## src/rtl/mem_pkg.sv

```systemverilog
//============================================================================
// Module : mem_pkg -- shared funct3 encodings, FSM states, lane-mask helpers
// Rev    : 1.0
//============================================================================
`default_nettype none

package mem_pkg;

    localparam logic [2:0] F3_LB  = 3'b000;
    localparam logic [2:0] F3_LH  = 3'b001;
    localparam logic [2:0] F3_LW  = 3'b010;
    localparam logic [2:0] F3_LD  = 3'b011;
    localparam logic [2:0] F3_LBU = 3'b100;
    localparam logic [2:0] F3_LHU = 3'b101;
    localparam logic [2:0] F3_LWU = 3'b110;

    typedef enum logic [0:0] {
        ST_IDLE = 1'b0,
        ST_WAIT = 1'b1
    } mau_state_t;

    // funct3[1:0] encodes access size for every load/store variant (111 folds to D)
    function automatic logic [7:0] size_mask(input logic [1:0] size);
        case (size)
            2'b00:   size_mask = 8'h01;
            2'b01:   size_mask = 8'h03;
            2'b10:   size_mask = 8'h0F;
            default: size_mask = 8'hFF;
        endcase
    endfunction

    function automatic logic is_misaligned(input logic [1:0] size, input logic [2:0] offset);
        case (size)
            2'b00:   is_misaligned = 1'b0;
            2'b01:   is_misaligned = offset[0];
            2'b10:   is_misaligned = |offset[1:0];
            default: is_misaligned = |offset;
        endcase
    endfunction

endpackage

`default_nettype wire

```

## src/rtl/mem_access_unit_load_align_ext.sv

```systemverilog
//============================================================================
// Module : load_align_ext -- shifts the addressed lane down and extends it
// Rev    : 1.0
//============================================================================
`default_nettype none

module load_align_ext
    import mem_pkg::*;
(
    input  logic [63:0] rdata,
    input  logic [2:0]  offset,
    input  logic [2:0]  funct3,
    output logic [63:0] data
);

    logic [63:0] w_shifted;

    assign w_shifted = rdata >> {offset, 3'b000};

    always_comb begin
        data = w_shifted;
        case (funct3)
            F3_LB:   data = {{56{w_shifted[7]}},  w_shifted[7:0]};
            F3_LH:   data = {{48{w_shifted[15]}}, w_shifted[15:0]};
            F3_LW:   data = {{32{w_shifted[31]}}, w_shifted[31:0]};
            F3_LBU:  data = {56'd0, w_shifted[7:0]};
            F3_LHU:  data = {48'd0, w_shifted[15:0]};
            F3_LWU:  data = {32'd0, w_shifted[31:0]};
            default: data = w_shifted;
        endcase
    end

endmodule

`default_nettype wire

```

## src/rtl/mem_access_unit.sv

```systemverilog
//============================================================================
// Module : mem_access_unit -- MEM-stage load/store unit with MEM/WB register
// Rev    : 1.0
//============================================================================
`default_nettype none

module mem_access_unit
    import mem_pkg::*;
#(
    parameter int unsigned TIMEOUT_CYCLES = 255
) (
    input  logic        clk,
    input  logic        reset_n,
    input  logic        RegWrite_MEM,
    input  logic        MemtoReg_MEM,
    input  logic        MemRead_MEM,
    input  logic        MemWrite_MEM,
    input  logic [63:0] ALUResult_MEM,
    input  logic [63:0] write_data_MEM,
    input  logic [2:0]  funct3_MEM,
    input  logic [4:0]  rd_MEM,
    output logic        dmem_req,
    output logic        dmem_we,
    output logic [63:0] dmem_addr,
    output logic [63:0] dmem_wdata,
    output logic [7:0]  dmem_wstrb,
    input  logic        dmem_ready,
    input  logic [63:0] dmem_rdata,
    output logic        stall_mem,
    output logic        RegWrite_WB,
    output logic        MemtoReg_WB,
    output logic [63:0] ALUResult_WB,
    output logic [63:0] ReadData_WB,
    output logic [4:0]  rd_WB,
    output logic        misalign_WB,
    output logic        bus_error_WB
);

    localparam logic [15:0] C_TIMEOUT_LAST = 16'(TIMEOUT_CYCLES - 1);

    mau_state_t  r_state;
    mau_state_t  w_state_next;
    logic [15:0] r_wait_cnt;

    logic [2:0]  w_offset;
    logic        w_mem_op;
    logic        w_misalign;
    logic        w_access;
    logic        w_timeout;
    logic        w_done;
    logic [63:0] w_load_data;

    assign w_offset   = ALUResult_MEM[2:0];
    assign w_mem_op   = MemRead_MEM | MemWrite_MEM;
    assign w_misalign = w_mem_op & is_misaligned(funct3_MEM[1:0], w_offset);
    assign w_access   = w_mem_op & ~w_misalign;
    // The final WAIT cycle gives up only if the slave is still not ready
    assign w_timeout  = (r_state == ST_WAIT) & ~dmem_ready & (r_wait_cnt == C_TIMEOUT_LAST);
    assign w_done     = w_access & dmem_ready;

    assign dmem_req   = reset_n & w_access & ~w_timeout;
    assign stall_mem  = reset_n & w_access & ~dmem_ready & ~w_timeout;
    assign dmem_we    = w_access & MemWrite_MEM & ~MemRead_MEM;
    assign dmem_addr  = {ALUResult_MEM[63:3], 3'b000};
    assign dmem_wstrb = size_mask(funct3_MEM[1:0]) << w_offset;
    assign dmem_wdata = write_data_MEM << {w_offset, 3'b000};

    load_align_ext u_load_align_ext (
        .rdata  (dmem_rdata),
        .offset (w_offset),
        .funct3 (funct3_MEM),
        .data   (w_load_data)
    );

    always_ff @(posedge clk or negedge reset_n) begin
        if (!reset_n) begin
            r_state    <= ST_IDLE;
            r_wait_cnt <= 16'd0;
        end else begin
            r_state    <= w_state_next;
            r_wait_cnt <= (r_state == ST_WAIT && w_state_next == ST_WAIT) ? r_wait_cnt + 16'd1 : 16'd0;
        end
    end

    always_comb begin
        w_state_next = r_state;
        case (r_state)
            ST_IDLE: if (w_access && !dmem_ready) w_state_next = ST_WAIT;
            ST_WAIT: if (dmem_ready || w_timeout || !w_access) w_state_next = ST_IDLE;
            default: w_state_next = ST_IDLE;
        endcase
    end

    always_ff @(posedge clk or negedge reset_n) begin
        if (!reset_n) begin
            RegWrite_WB  <= 1'b0;
            MemtoReg_WB  <= 1'b0;
            ALUResult_WB <= 64'd0;
            ReadData_WB  <= 64'd0;
            rd_WB        <= 5'd0;
            misalign_WB  <= 1'b0;
            bus_error_WB <= 1'b0;
        end else if (stall_mem) begin
            RegWrite_WB  <= 1'b0;
            MemtoReg_WB  <= 1'b0;
            rd_WB        <= 5'd0;
            misalign_WB  <= 1'b0;
            bus_error_WB <= 1'b0;
        end else begin
            RegWrite_WB  <= RegWrite_MEM & ~w_misalign & ~w_timeout;
            MemtoReg_WB  <= MemtoReg_MEM;
            ALUResult_WB <= ALUResult_MEM;
            rd_WB        <= rd_MEM;
            misalign_WB  <= w_misalign;
            bus_error_WB <= w_timeout;
            if (w_done && MemRead_MEM) begin
                ReadData_WB <= w_load_data;
            end
        end
    end

endmodule

`default_nettype wire
```

## config.mk

```make
export PLATFORM = sky130hd
export DESIGN_NAME = mem_access_unit
export DESIGN_NICKNAME = d
export VERILOG_FILES = /design/src/rtl/mem_pkg.sv /design/src/rtl/mem_access_unit_load_align_ext.sv /design/src/rtl/mem_access_unit.sv
export SDC_FILE = /design/constraint.sdc
export NUM_CORES = 1
export LEC_CHECK = 0
export ABC_AREA = 1
export ABC_CLOCK_PERIOD_IN_PS = 2800
export CORE_AREA = 2 2 190 192
export DETAILED_ROUTE_END_ITERATION = 10
export DIE_AREA = 0 0 192 194
export HOLD_SLACK_MARGIN = 0.1
export SYNTH_ARGS = -nofsm -noshare
export SYNTH_HDL_FRONTEND = slang
export SYNTH_SLANG_ARGS = --single-unit
```

## constraint.sdc

```tcl
create_clock -name clk -period 2.8 [get_ports clk]
set_input_delay 0.7 -clock clk [delete_from_list [all_inputs] [get_ports clk]]
set_output_delay 0.7 -clock clk [all_outputs]
set_load 0.05 [all_outputs]
```

==> Word-level counts from Yosys, hierarchy flattened <==
Index checks and enable logic that the tools add are counted.
W data, S select, Z words.
{ "totals": {"register_bits": 154, "inputBits": 207, "wordCells": 65} }
{ "op_classes": {"addsub": 1, "eq_ne": 8, "shifts": 3, "muxes": 12, "bitwise_logic": 20, "n_reduce_logical": 12} }
{ "op_table": {"columns": ["op", "n"], "rows": [
  ["$pmux W64 S6", 1],
  ["$shl A64 B6 Y64", 1],
  ["$shr A64 B6 Y64", 1],
  ["$pmux W8 S3", 1],
  ["$add A16 B1 Y16 const B", 1],
  ["$eq A16 B8 Y1 const B", 1],
  ["$mux W16", 1],
  ["$and A1 B1 Y1", 13],
  ["$eq A3 B3 Y1 const B", 3],
  ["$shl A8 B3 Y8", 1],
  ["$mux W1", 6],
  ["$not A1 Y1", 6],
  ["$mux W5", 1],
  ["$eq A3 B1 Y1 const B", 1],
  ["$eq A3 B2 Y1 const B", 1],
  ["$logic_and A1 B1 Y1", 3],
  ["$logic_not A3 Y1", 1],
  ["$pmux W1 S3", 1],
  ["$reduce_or A3 Y1", 1],
  ["$eq A2 B1 Y1 const B", 1],
  ["$eq A2 B2 Y1 const B", 1],
  ["$logic_not A1 Y1", 2],
  ["$logic_not A2 Y1", 1],
  ["$logic_or A1 B1 Y1", 2],
  ["other kinds (4)", 4]
]} }

==> Depth between registers and ports, before layout <==
{ "depth": {"ltp_word": 11, "ltp_mapped": 12} }

==> Modules after synthesis <==
From an unflattened synthesis, not the netlist that was laid out.
{ "hier_totals": {"cells_unflattened": 1651, "hier_area_um2": 11139.4} }
{ "by_module_without_submodules": {"columns": ["module", "instances", "cells_each", "area_each_um2", "seq_area_each_um2"], "rows": [
  ["mem_access_unit", 1, 1159, 8684.6, 3853.7],
  ["load_align_ext", 1, 492, 2454.9, 0.0]
]} }

==> Worst setup path before layout <==
OpenSTA, ideal clock, no wires.
{ "synth_timing": {"path_type": "in2out", "start": "input ALUResult_MEM[0]", "end": "output dmem_wdata[61]", "arrival_time_ns": 2.759, "required_ns": 2.100, "slack_ns": -0.659, "path_stages": 8, "cell_sequence": "buf_6 -> inv_2 -> buf_2 -> buf_1 -> nand2_1 -> o21ai_0 -> o21ai_0 -> o21ai_0"} }
{ "synth_between": {"elab_chain_cells": 1} }
{ "synth_rtl": {"columns": ["element", "line_no", "source"], "rows": [
  ["start: declaration", "mem_access_unit.sv:18", "input logic [63:0] ALUResult_MEM,"],
  ["$shl A64 B6 Y64", "mem_access_unit.sv:66", "assign dmem_wdata = write_data_MEM << {w_offset, 3'b000};"],
  ["end: declaration", "mem_access_unit.sv:25", "output logic [63:0] dmem_wdata,"]
]} }
Every way passes these cells.

==> Worst setup path after layout <==
{ "layout_timing": {"start": "input write_data_MEM[8]", "end": "output dmem_wdata[16]"} }
{ "layout_between": {"elab_chain_cells": 1} }
{ "layout_rtl": {"columns": ["element", "line_no", "source"], "rows": [
  ["start: declaration", "mem_access_unit.sv:19", "input logic [63:0] write_data_MEM,"],
  ["$shl A64 B6 Y64", "mem_access_unit.sv:66", null]
]} }
Every way passes these cells.

==> results.md <==
- Share of the synthesized area in the top cell type: 36.9%
- Largest net degree at the start of global routing: approximately 160
- Cell Chain, Critical Path: clkdlybuf4s50_1, inv_1, nand2_1, o21ai_0, o22ai_1, inv_1, nor2_2, buf_12
- Distinct cell type count after synthesis: 37
- Max stage delay on crit path: around 0.46 ns
- Period utilization: 97.6%
- Area leader, netlist: dfrtp_1
- CTS tree: done
- Synth warn: 0
- Min Clock Period, post-route: 2.73 ns
- Power share of the sequential group: 29.6%
- Bufs and invs on worst path: 4
- Cell Area, Placed: ~17,000 sq um
- Int Power: 5170 uW
- Sw Pwr: approximately 3700 uW
- Logic pwr share: 46.0%
- Switching share of power: 42.0%
- Mapped cell area: 10,500 sq um
- Post-synth EDFFs: 0
- Reg2reg setup slack: approximately 0.87 ns
- PwrDens: 506 nW/um^2
- DP HPWL: 37,300 um
- Synth Flop Type: dfrtp_1
- Power Total: 8910 uW
- Via density: 4.88
- CP top delay family: buffers and inverters
- DRC viols: 0
- CTS clk-pin slew, worst paths: 0.06 ns
- P_leak: just over 0.008 uW
- Worst EP required: 2.10 ns
- Synth area leaders: dfrtp_1 (37%), nand2_1 (19%), nand3_1 (8.1%)
- Pins Over Slew Limit: 0
- Clock Latency Late Sink: 0.44 ns
- Mapped Cells: 1,544
- Avg Cell Area, Syn: roughly 6.8 sq um
- Routed length per instance: 19.4 um
- Area of the core: 35,200 sq um
- GRT Resource Usage Total: 25.2%
- Io pins: 483
- RePlAce Congestion: 0.989
- Setup violators final: 0
- H-tree levels: 4
- Total grt overflow: 0
- Drt initial violations: between 800 and 900
- MaxCap Viol Count: 0
- Critical path peak fanout: 2
- Layout Utilization: around 50%
- Multi-input gate area: 5660 sq um
- Clock sinks: 154
- Slew HR: 39.8%
- Root buffer cell: clkbuf_16
- Storage element area: 3850 sq um
- Area Overhead vs Synth: 68.6%
- TritonRoute pass-1 iters: 5
- DR vias: about 12,000
- Setup TNS: 0 ns
- Worst EP arrival: 2.03 ns
- ANT nets after route: 0
- CTS buffer count: 17
- FF+latch count, synth: around 150
- Vias in the first global route: 11,700
- Clock share of power: 24.3%
- Run status: completed
- Fill cells: 3,448
- Worst setup path class: input pin to output port
- First-pass GRT wire length: 71,500 um
- Final Skew: around 0.015 ns
- Port buffer count: 479
- Register area share after synthesis: 36.9%
- Die Wd: 192 um
- Max IR drop VDD: about 0.00039 V
- Critical path's most frequent cell: inv_1
- Worst-Margin Slew: between 0.9 and 1 ns
- Die area: 37,200 sq um
- Final net count: 2,177
- Fraction of registers with async set/reset: 100%
- Design Area, Final: between 15,000 and 20,000 sq um
- Initial Util: 29.7%
- Initial antenna violation count: 3
- Startpoint Class: input pin
- Die Y: 194 um
- Layout cells sized above 1: a little under a fifth
- Max Fclk: 0.366 GHz
- Routed Wire Length: 47,300 um
- Final hold viol count: 0
- Critical Path Slowest Stage Cell: clkdlybuf4s50_1
- RSZ-0062 raised after global routing: no
- Setup crit end kind: output port
- Clock buffer depth: 2
- Hold_ws: about 0.39 ns
- Row Count: between 60 and 70
- Min-delay worst type: input pin to async pin
## what timing repair did
item                       in CTS  in global routing
gates cloned                    0                  1
gates resized for setup         9                 24
setup endpoints to repair      12                 29
hold buffers                    0                  0
setup buffers                   1                  0
pin swaps                       3                  8
## cell type report
cell class              instances  area share [%]
clock buffers                  18            2.43
diodes                          2          0.0284
repair buffers                576            38.0
well taps                     461            3.27
flip-flops and latches        154            21.9
multi-input cells            1141            32.1
inverters                      78            1.70
clock inverters                14           0.624
## through the flow
stage,setup slack (ns),cells
3_5_place_dp,-0.147,2408
4_1_cts,0.0000731,2441
5_1_grt,0.00243,2442
6_report,0.0667,2444
3_3_place_gp,-0.135,2408
2_1_floorplan,-0.285,1546
## layer usage
metal / wire (um) / GRT usage, %
met5: 0 / 0
met4: 1370 / 8.17
met3: 4000 / 6.21
met2: 22400 / 41.1
met1: 19600 / 32.6
## final timing paths
kind,cells past startpoint,start,endpoint
max,8,write_data_MEM[8],dmem_wdata[16]
min reg2reg,2,ReadData_WB[35],ReadData_WB[35]
min,2,reset_n,ReadData_WB[34]
min in group clk,2,ReadData_WB[35],ReadData_WB[35]
max in group asynchronous,2,reset_n,ALUResult_WB[4]
max reg2reg,12,r_wait_cnt[4],ALUResult_WB[46]
## cells in the mapped netlist (3+ instances only)
| cell type | n |
|---|---|
| nand2_1 | 523 |
| nand3_1 | 170 |
| dfrtp_1 | 154 |
| o21ai_0 | 132 |
| nor2_1 | 116 |
| buf_4 | 71 |
| inv_1 | 69 |
| clkbuf_1 | 43 |
| a21oi_1 | 40 |
| buf_2 | 40 |
| nand4_1 | 35 |
| mux2i_1 | 26 |
| o211ai_1 | 25 |
| or2_2 | 14 |
| buf_1 | 11 |
| inv_2 | 9 |
| o21ai_1 | 9 |
| o22ai_1 | 9 |
| buf_6 | 8 |
| nor3_1 | 8 |
| xor2_1 | 6 |
| nand2_2 | 3 |
| xnor2_1 | 3 |
## placed cells by master, fill, tap and decap left out, types with 4 or more instances in the layout
master           Yosys  final
mux2i_1             26     22
or2_2               14     14
inv_2                9      8
inv_1               69     67
o211ai_1            25     25
buf_6                8      5
o21ai_2              0     25
nand3_1            170    170
a21oi_1             40     40
o21ai_4              0      5
buf_4               71    111
clkdlybuf4s50_1      0    336
inv_6                0      6
o21ai_0            132     92
clkbuf_16            0     18
dfrtp_1            154    154
o21ai_1              9     19
nand4_1             35     35
buf_12               0    119
xor2_1               6      6
o22ai_1              9      8
nor2_2               2     28
nand2_1            523    523
clkinv_2             0      4
nor2_4               1     12
nor3_1               8      7
nor2_1             116     79
## worst register-to-register path, cell delays in order (launching register included)
cell and delay [ns]:
dfrtp_1 0.40, nand2_1 0.11, nor2_2 0.20, inv_2 0.07, nor2_1 0.09, nand2_1 0.09, nor2_4 0.14, inv_2 0.07
nand3_4 0.13, buf_4 0.15, buf_4 0.26, nand2_1 0.10, nand2_1 0.07
## flip-flops by register name (all words and copies together) (netlist names)
signal	flops
rd_WB	5
misalign_WB	1
MemtoReg_WB	1
bus_error_WB	1
ALUResult_WB	64
RegWrite_WB	1
r_wait_cnt	16
ReadData_WB	64
r_state	1
## cells by family (layout without fill, tap and decap cells)
group | count (synthesis) | after routing | synth area share (%)
buf+inv | 251 | 686 | 12.6
flops | 154 | 154 | 36.9
mux | 26 | 26 | 2.49
simple gates | 881 | 881 | 35.7
xor+xnor | 9 | 9 | 0.754
other cells | 1 | 5 | 0.0359
fa+ha+maj | 2 | 2 | 0.239
compound gates | 220 | 220 | 11.3
## power by group through the flow
| stage | Clock [uW] | Combinational [uW] | Sequential (uW) |
|---|---|---|---|
| 4_1_cts | 2220 | 4120 | 2640 |
| 2_1_floorplan | 0 | 1370 | 3580 |
| 3_5_place_dp | 0 | 4090 | 2680 |
| 3_3_place_gp | 0 | 4090 | 2670 |
| 6_report | 2170 | 4100 | 2640 |
| 5_1_grt | 2320 | 4320 | 2670 |
Power figures use the tool's default switching activity.
